===== src/rtl/sync_fifo.sv =====
// rtl/sync_fifo.sv - single-clock FIFO with registered occupancy count, almost flags and sticky errors
// Optional macro SYNC_FIFO_FWFT_EN selects first-word fall-through read data.
module sync_fifo #(
    parameter int DSIZE     = 8,
    parameter int ASIZE     = 4,
    parameter int AF_THRESH = 14,
    parameter int AE_THRESH = 2
) (
    input  logic             clk,
    input  logic             rst_n,
    input  logic             winc,
    input  logic [DSIZE-1:0] wdata,
    input  logic             rinc,
    output logic [DSIZE-1:0] rdata,
    output logic             wfull,
    output logic             rempty,
    output logic             almost_full,
    output logic             almost_empty,
    output logic [ASIZE:0]   count,
    output logic             overflow,
    output logic             underflow,
    input  logic             err_clr
);

    localparam int DEPTH = 1 << ASIZE;
    localparam logic [ASIZE:0] FULL_CNT = (ASIZE+1)'(DEPTH);
    localparam logic [ASIZE:0] AF_CNT   = (ASIZE+1)'(AF_THRESH);
    localparam logic [ASIZE:0] AE_CNT   = (ASIZE+1)'(AE_THRESH);
    localparam logic [ASIZE:0] ONE      = (ASIZE+1)'(1);

    logic [DSIZE-1:0] mem [DEPTH];
    logic [ASIZE:0]   wptr;
    logic [ASIZE:0]   rptr;
    logic             wr_en;
    logic             rd_en;

    // Flags come from the registered count, so acceptance uses pre-edge state.
    assign wfull        = (count == FULL_CNT);
    assign rempty       = (count == '0);
    assign almost_full  = (count >= AF_CNT);
    assign almost_empty = (count <= AE_CNT);

    assign wr_en = winc && !wfull;
    assign rd_en = rinc && !rempty;

    always_ff @(posedge clk) begin
        if (wr_en) begin
            mem[wptr[ASIZE-1:0]] <= wdata;
        end
    end

    always_ff @(posedge clk or negedge rst_n) begin
        if (!rst_n) begin
            wptr  <= '0;
            rptr  <= '0;
            count <= '0;
        end else begin
            if (wr_en) begin
                wptr <= wptr + ONE;
            end
            if (rd_en) begin
                rptr <= rptr + ONE;
            end
            case ({wr_en, rd_en})
                2'b10:   count <= count + ONE;
                2'b01:   count <= count - ONE;
                default: count <= count;
            endcase
        end
    end

    // A set on the same edge as err_clr takes priority.
    always_ff @(posedge clk or negedge rst_n) begin
        if (!rst_n) begin
            overflow  <= 1'b0;
            underflow <= 1'b0;
        end else begin
            if (winc && wfull) begin
                overflow <= 1'b1;
            end else if (err_clr) begin
                overflow <= 1'b0;
            end
            if (rinc && rempty) begin
                underflow <= 1'b1;
            end else if (err_clr) begin
                underflow <= 1'b0;
            end
        end
    end

`ifdef SYNC_FIFO_FWFT_EN
    assign rdata = rempty ? '0 : mem[rptr[ASIZE-1:0]];
`else
    always_ff @(posedge clk or negedge rst_n) begin
        if (!rst_n) begin
            rdata <= '0;
        end else if (rd_en) begin
            rdata <= mem[rptr[ASIZE-1:0]];
        end
    end
`endif

endmodule


===== config.mk =====
export PLATFORM = sky130hd
export DESIGN_NAME = sync_fifo
export DESIGN_NICKNAME = d
export VERILOG_FILES = /design/src/rtl/sync_fifo.sv
export SDC_FILE = /design/constraint.sdc
export NUM_CORES = 1
export LEC_CHECK = 0
export BUFFER_PORTS_ARGS = -buffer_cell sky130_fd_sc_hd__buf_2
export CORE_AREA = 2 2 109 111
export CTS_CLUSTER_DIAMETER = 200
export DETAILED_ROUTE_END_ITERATION = 16
export DIE_AREA = 0 0 111 113
export PLACE_DENSITY = 0.71
export SLEW_MARGIN = 20
export SYNTH_ARGS = -nofsm -noshare
export SYNTH_HDL_FRONTEND = slang
export SYNTH_SLANG_ARGS = --single-unit

===== constraint.sdc =====
create_clock -name clk -period 5.1 [get_ports clk]
set_input_delay 0.51 -clock clk [delete_from_list [all_inputs] [get_ports clk]]
set_output_delay 0.51 -clock clk [all_outputs]
set_load 0.05 [all_outputs]

==> results of run 1 <==
## stage by stage
step           std cells  hold slack (ns)
2_1_floorplan        318           0.2144
3_3_place_gp         478           0.4808
3_5_place_dp         478           0.4785
4_1_cts              509          0.06981
5_1_grt              509          0.09651
6_report             509          0.06093
## worst max-delay path, cell delays in order (launching register included)
cell and delay [ns]:
dfrtp_1 0.49, or4_4 0.59, o21ai_2 0.42, inv_2 0.17
ha_1 0.32, xor2_1 0.18, ha_1 0.22, and3b_1 0.16
o21ai_0 0.15, a21oi_1 0.11, xor2_1 0.14
## cell usage in the layout, fill, tap and decap left out, types with 7 or more instances in the layout
cell and n:
clkbuf_16 17, nand2_1 18, mux4_2 32, ha_1 8
xnor2_1 7, edfxtp_1 128, dfrtp_1 23, mux2i_1 16
buf_2 31, nor2_1 14, o221ai_1 7
## worst paths after layout
| path | slack (ns) | from | depth (start not counted) | endpoint |
|---|---|---|---|---|
| max | 2.03 | count[1]$_DFFE_PN0P_ | 10 | count[4]$_DFFE_PN0P_ |
| max reg2reg | 2.03 | count[1]$_DFFE_PN0P_ | 10 | count[4]$_DFFE_PN0P_ |
| min in group clk | 0.33 | winc | 2 | overflow$_DFFE_PN0P_ |
| min reg2reg | 0.50 | rdata[4]$_DFFE_PN0P_ | 2 | rdata[4]$_DFFE_PN0P_ |
| min | 0.06 | rst_n | 1 | count[2]$_DFFE_PN0P_ |
| max in group asynchronous | 4.68 | rst_n | 1 | rdata[0]$_DFFE_PN0P_ |
## cell type report
cell class / count / share of cell area, %
inverters: 6 / 0.3236
well taps: 143 / 2.571
flip-flops and latches: 151 / 63.50
clock buffers: 19 / 6.221
repair buffers: 36 / 2.769
clock inverters: 12 / 2.553
multi-input cells: 142 / 22.06
## routing by layer
metal  GRT usage (%)  part of all wire [%]  vias up
li1                -                     -     1332
met1           26.86                    44     1562
met2           30.51                    49      102
met3           6.160                   5.3       21
met4           7.000                   2.2        0
met5               0                     0        -
## flip-flops by register name, indices dropped and copies added, names as in the netlist
signal,flops
overflow,1
mem,128
rptr,4
underflow,1
rdata,8
wptr,4
count,5
## cell families after synthesis
| group | synth area share (%) |
|---|---|
| AND/OR/NAND/NOR | 3.896 |
| buffers and inverters | 2.082 |
| flip-flops | 72.79 |
| XOR/XNOR | 1.876 |
| AO/OA/AOI/OAI | 3.009 |
| adder cells (fa/ha/maj) | 1.649 |
| multiplexers | 14.69 |
## power groups by stage
stage	registers (mW)	clock network (mW)	logic (mW)
3_3_place_gp	1.68	0	1.28
5_1_grt	1.69	1.35	1.38
2_1_floorplan	1.81	0	0.863
3_5_place_dp	1.69	0	1.30
6_report	1.67	1.29	1.29
4_1_cts	1.67	1.30	1.31
==> results.toml, run 1 <==
[synthesis]
yosysTopAreaCell = "edfxtp_1"
synth_common_cells = "edfxtp_1 (128), mux4_2 (32), dfrtp_1 (23), nand2_1 (18), mux2i_1 (16)"
syn_nets = 339
synth_flop_cell = "edfxtp_1"
yosysUniqueCellTypes = 39
yosysMostFrequentCell = "edfxtp_1"
synthArstFlopShare_pct = 15.23
netlist_area_sq_um = 6071
yosys_warnings = 0
synth.top_cell.area_share_pct = 63.31
ys_seq_area_share_pct = 72.79
synth_cells = 318
synth-seq-cells = 151
synth_edf_count = 128
synthTopCellsByArea = "edfxtp_1 (63%), mux4_2 (12%), dfrtp_1 (9.5%), mux2i_1 (2.6%), ha_1 (1.6%)"
avgSynthCellArea_sq_um = 19.09

[sta]
fmax_mhz = 326.0
grt_setup_unrepaired = "no"
finalHoldViolCount = 0
tns_ns = 0
fin_ws_ns = 2.033
fin_crit_sh_pct = 60.14
min_period_ns = 3.067
drv_slew = 0
slew_headroom_pct = 35.67
setup_viol = 0
tightest_slew_ns = 0.9615
skew_ns = 0.007744

[final_layout]
area.growth.synth_to_final_pct = 14.63
utilization_pct = 61.74
drive_gt1_share_pct = 29.51
ff_latch_area_sq_um = 4419
antenna_cells = 0
nets = 375
num-fill-cells = 776
fin_area_sq_um = 6959
multi_input_area_sq_um = 1535

[power]
switching_share_pct = 32.95
power_density_nw_per_um2 = 609.2
leakage_nw = 2.441
clockPowerShare_pct = 30.4
combinationalPowerShare_pct = 30.3
finalPower_mw = 4.240
seq_power_share_pct = 39.3
p_switching_mw = 1.397
p_int_mw = 2.843
ir_worst_vdd_uv = 538.0

[clock_tree]
clock_latency_ns = 0.42
clk_pin_slew_worst_paths_ns = 0.06
cts_root_buf = "clkbuf_16"
cts_setup_buffers = 0
htreeDepth = 4
cts_tree = "done"
numCtsBuffers = 17
clockBufferDepth = 2
clock-sinks = 151
cts_hold_buf = 0
post_cts_resized = 0

[global_route]
overflow = 0
antenna_found_initial = 0
grtUsageTotal_pct = 19.68
grt_first_pass_wirelength_um = 17690
first_global_vias = 3027
grt_max_degree = 34

[drt]
via_per_inst = 5.927
first_pass_iters = 6
num_vias = 3017
routed_wl_um = 11400
drc = 0
routedWlPerCell_um = 22.40
drtIter0Drc = 273
antenna_left = 0

[placement]
portBuffers = 31
gp_congestion = 0.8402
dpl_cell_area_sq_um = 6349
dp_hpwl_um = 7064
pre_cts_slack_ns = 2.053

[hold_path]
hp-class = "in2async"

[critical_path]
end_kind = "flip-flop"
critPathLaunchType = "flip-flop"
cp_data_arrival_time_ns = 3.37
worstSetupPathType = "reg2reg"
cp.required_ns = 5.40
cp_max_fo = 11

[run_status]
status = "complete, no violations"

[floorplan]
die_h_um = 113
die-area_sq_um = 12540
fp.dieW_um = 111
rows = 39
start_util_pct = 53.86
core_area_sq_um = 11270
io-pin-count = 32

[run]
cap_violations = 0
No activity file was read; power rests on OpenSTA's default activity.
==> run 2, diff against run 1 <==
Clock period 5.1 ns to 3.1 ns, I/O delays scaled along.
==> results.toml, run 2 (synthesis results as in run 1) <==
[sta]
skew_ns = 0.01010
drv_slew = 0
fmax_mhz = 357.3
slew_headroom_pct = 52.44
grt_setup_unrepaired = "no"
holdWs_ns = 0.1408
fin_crit_sh_pct = 90.29
fin_ws_ns = 0.3009
min_period_ns = 2.799
tightest_slew_ns = 0.7134
finalHoldViolCount = 0
setup_viol = 0
tns_ns = 0

[critical_path]
critPathLaunchType = "flip-flop"
worstSetupPathType = "reg2reg"
cp_data_arrival_time_ns = 3.09
cp_max_fo = 11
end_kind = "flip-flop"
cp.required_ns = 3.39

[final_layout]
layout.cells.non_filler = 528
largest_reg_flops = 128
layout_commonest_cell = "edfxtp_1"
drive_gt1_share_pct = 32.21
layout_common_cells = "edfxtp_1 (128), mux4_2 (32), buf_2 (31)"
nets = 393
area.growth.synth_to_final_pct = 16.76
num-fill-cells = 781
antenna_cells = 0

[drt]
antenna_left = 0
drtIter0Drc = 219
via_per_inst = 5.777
drc = 0
routedWlPerCell_um = 21.27
first_pass_iters = 4
num_vias = 3050
routed_wl_um = 11230

[placement]
dp_hpwl_um = 7366
gp_congestion = 0.8127
portBuffers = 31
dp.cells = 495
pre_cts_slack_ns = 0.3285

[power]
finalPower_mw = 6.923
leakage_nw = 2.551
p_int_mw = 4.637
seq_power_share_pct = 40.6
p_switching_mw = 2.286
switching_share_pct = 33.02
clockPowerShare_pct = 29.1
combinationalPowerShare_pct = 30.3
ir_worst_vdd_uv = 774.2
power_density_nw_per_um2 = 976.7

[floorplan]
core_area_sq_um = 11270
fp.dieW_um = 111
io-pin-count = 32
die-area_sq_um = 12540
die_h_um = 113
start_util_pct = 53.86
rows = 39

[run]
cap_violations = 0

[clock_tree]
clockBufferDepth = 2
numCtsBuffers = 17
cts_root_buf = "clkbuf_16"
clk_pin_slew_worst_paths_ns = 0.06
htreeDepth = 4
clock-sinks = 151
cts_setup_buffers = 0
clock_latency_ns = 0.42
cts_tree = "done"

[hold_path]
hp-class = "in2reg"

[global_route]
antenna_found_initial = 0
grtUsageTotal_pct = 19.75
first_global_vias = 3120
overflow = 0
grt_max_degree = 28
grt_first_pass_wirelength_um = 18030

[run_status]
status = "complete, no violations"
[run 2: cell count changes in the layout (fill, tap and decap cells not counted)]
cell | before | now
buf_4 | 5 | 21
clkinvlp_4 | 4 | 0
bufinv_16 | 4 | 1
clkbuf_16 | 17 | 19
clkbuf_8 | 0 | 2
clkinv_4 | 1 | 3
inv_4 | 0 | 2
nor3_1 | 2 | 4
nor3_2 | 2 | 0
a2111oi_0 | 1 | 0
a2111oi_1 | 0 | 1
buf_12 | 0 | 1
dlygate4sd3_1 | 0 | 1
[run 2: cell type report]
| class | instances | area (sq um) | area share, % |
|---|---|---|---|
| Multi-Input combinational cell | 142 | 1526 | 21.54 |
| Tap cell | 143 | 178.9 | 2.524 |
| Inverter | 6 | 22.52 | 0.3177 |
| Timing Repair Buffer | 54 | 342.8 | 4.837 |
| Clock inverter | 9 | 87.58 | 1.236 |
| Sequential cell | 151 | 4419 | 62.35 |
| Clock buffer | 23 | 510.5 | 7.202 |
[run 2: metal layers]
metal	GRT usage [%]	part of all wire (%)	vias to the layer above
met5	0	0	-
met3	5.410	6.8	13
met2	30.72	48	102
li1	-	-	1371
met1	27.57	44	1564
met4	6.750	1.4	0
[run 2: what timing repair did]
item / 4_1_cts / 5_1_grt
hold endpoints to repair: 23 / 0
resized for setup: 0 / 0
hold buffers: 1 / 0
[run 2: power by group through the flow]
stage	logic, mW	clock network [mW]	registers, mW
floorplan	1.42	0	2.98
global placement	2.08	0	2.83
detailed placement	2.12	0	2.85
CTS	2.13	2.05	2.81
global route	2.26	2.14	2.86
finish	2.10	2.02	2.81
[run 2: final timing paths]
kind / slack (ns) / depth (start not counted) / start / end
min in group asynchronous: 0.41 / 2 / rst_n / count[2]$_DFFE_PN0P_
worst max register to register: 0.30 / 10 / count[1]$_DFFE_PN0P_ / count[4]$_DFFE_PN0P_
max in group asynchronous: 2.33 / 2 / rst_n / rdata[3]$_DFFE_PN0P_
worst min-delay path: 0.14 / 2 / winc / overflow$_DFFE_PN0P_
worst min register to register: 0.49 / 2 / rdata[1]$_DFFE_PN0P_ / rdata[1]$_DFFE_PN0P_
worst max-delay path: 0.30 / 10 / count[1]$_DFFE_PN0P_ / count[4]$_DFFE_PN0P_
[run 2: critical path, stage by stage (launching register included)]
cell     delay [ns]
dfrtp_1        0.50
or4_4          0.59
o21ai_2        0.16
inv_2          0.10
ha_1           0.29
xor2_1         0.17
ha_1           0.22
and3b_1        0.17
o21ai_0        0.21
a21oi_1        0.12
xor2_1         0.15
[run 2: through the flow]
step	instance area (sq um)	util, %
2_1_floorplan	6072	-
3_3_place_gp	6480	57.49
3_5_place_dp	6480	57.49
4_1_cts	7088	62.88
5_1_grt	7088	62.88
6_report	7088	62.88
==> run 3, diff against run 2 <==
Settings changed: CTS_BUF_LIST from default to sky130_fd_sc_hd__clkbuf_2.
==> results.toml, run 3 (synthesis results as in run 1) <==
[power]
ir_worst_vdd_uv = 572.7
power_density_nw_per_um2 = 879.9
leakage_nw = 2.471
finalPower_mw = 6.039

[floorplan]
io-pin-count = 32
rows = 39
die-area_sq_um = 12540
die_h_um = 113
fp.dieW_um = 111
core_area_sq_um = 11270
start_util_pct = 53.86

[clock_tree]
numCtsBuffers = 17
clock_latency_ns = 0.68
clockBufferDepth = 2
cts_tree = "done"
clk_pin_slew_worst_paths_ns = 0.21
cts_setup_buffers = 0
cts_root_buf = "clkbuf_2"
htreeDepth = 4
clock-sinks = 151

[drt]
drc = 0
first_pass_iters = 5
num_vias = 3076
drtIter0Drc = 194
routedWlPerCell_um = 20.81
routed_wl_um = 11260
antenna_left = 0
via_per_inst = 5.686

[sta]
slew_headroom_pct = 50.23
skew_ns = 0.03019
finalHoldViolCount = 0
tns_ns = 0
grt_setup_unrepaired = "no"
fmax_mhz = 354.4
fin_crit_sh_pct = 91.03
tightest_slew_ns = 0.7465
setup_viol = 0
holdWs_ns = 0.1113
min_period_ns = 2.822
drv_slew = 0
fin_ws_ns = 0.2780

[placement]
portBuffers = 31
gp_congestion = 0.8127
pre_cts_slack_ns = 0.3285
dp_hpwl_um = 7366

[critical_path]
cp.required_ns = 3.67
crit_buf_inv = 1
end_kind = "flip-flop"
worstSetupPathType = "reg2reg"
cp_data_arrival_time_ns = 3.39
critPathLaunchType = "flip-flop"
critPathTopFamily = "simple AND/OR/NAND/NOR gates"
cpPeakStageDelay_ns = 0.59
reg2reg_depth = 10
path_cells = "or4_4 > o21ai_2 > inv_2 > ha_1 > xor2_1 > ha_1 > and3b_1 > o21ai_0 > a21oi_1 > xor2_1"
worstSetupPathDepth = 10
cp_max_fo = 11
critPathSlowestCell = "or4_4"

[global_route]
overflow = 0
grt_first_pass_wirelength_um = 17980
grt_max_degree = 28
grtUsageTotal_pct = 19.64
antenna_found_initial = 1
first_global_vias = 3164

[run_status]
status = "complete, no violations"

[final_layout]
drive_gt1_share_pct = 31.74
largest_reg_flops = 128
layout_common_cells = "edfxtp_1 (128), mux4_2 (32), buf_2 (31)"
nets = 405
area.growth.synth_to_final_pct = 13.05
layout_commonest_cell = "edfxtp_1"

[run]
cap_violations = 0

[hold_path]
hp-class = "in2async"
## run 3: final timing paths
| check | end | startpoint | slack (ns) |
|---|---|---|---|
| max | count[4]$_DFFE_PN0P_ | count[1]$_DFFE_PN0P_ | 0.28 |
| min | count[2]$_DFFE_PN0P_ | rst_n | 0.11 |
| max reg2reg | count[4]$_DFFE_PN0P_ | count[1]$_DFFE_PN0P_ | 0.28 |
| min reg2reg | rdata[1]$_DFFE_PN0P_ | rdata[1]$_DFFE_PN0P_ | 0.52 |
| max in group asynchronous | rdata[3]$_DFFE_PN0P_ | rst_n | 2.61 |
| min in group clk | overflow$_DFFE_PN0P_ | err_clr | 0.49 |
## run 3: area by class of cell
type	count	area [sq um]
antenna	1	2.502
inverter	6	22.52
fill	831	4409
sequential	151	4419
clock inverter	13	155.1
tap	143	178.9
clock buffer	19	95.09
timing repair buffer	66	462.9
multi-input combinational	142	1526
## run 3: power breakdown
part,internal [mW],switching (mW),total [mW]
Combinational,0.881,1.23,2.11
Clock,0.457,0.664,1.12
Sequential,2.52,0.292,2.81
## run 3: per-layer routing
layer  vias up  routed length [um]  track usage, %
li1       1393                   -               -
met1      1559                4818           27.21
met2       109                5505           31.00
met3        15                 736           4.660
met4         0                 195           7.333
met5         -                   0               0
## run 3: per-stage QoR
step	utilization, %	std cells	instance area, sq um
after global placement	57.49	495	6480
final	60.88	541	6863
after detailed placement	57.49	495	6480
after floorplan	-	318	6072
after global routing	60.88	541	6863
after CTS	60.86	540	6860
## run 3: what timing repair did
action | in CTS | in global routing
resized for setup | 0 | 0
setup endpoints to repair | 0 | 0
hold buffers | 13 | 0
endpoints found under the hold margin | 155 | 0
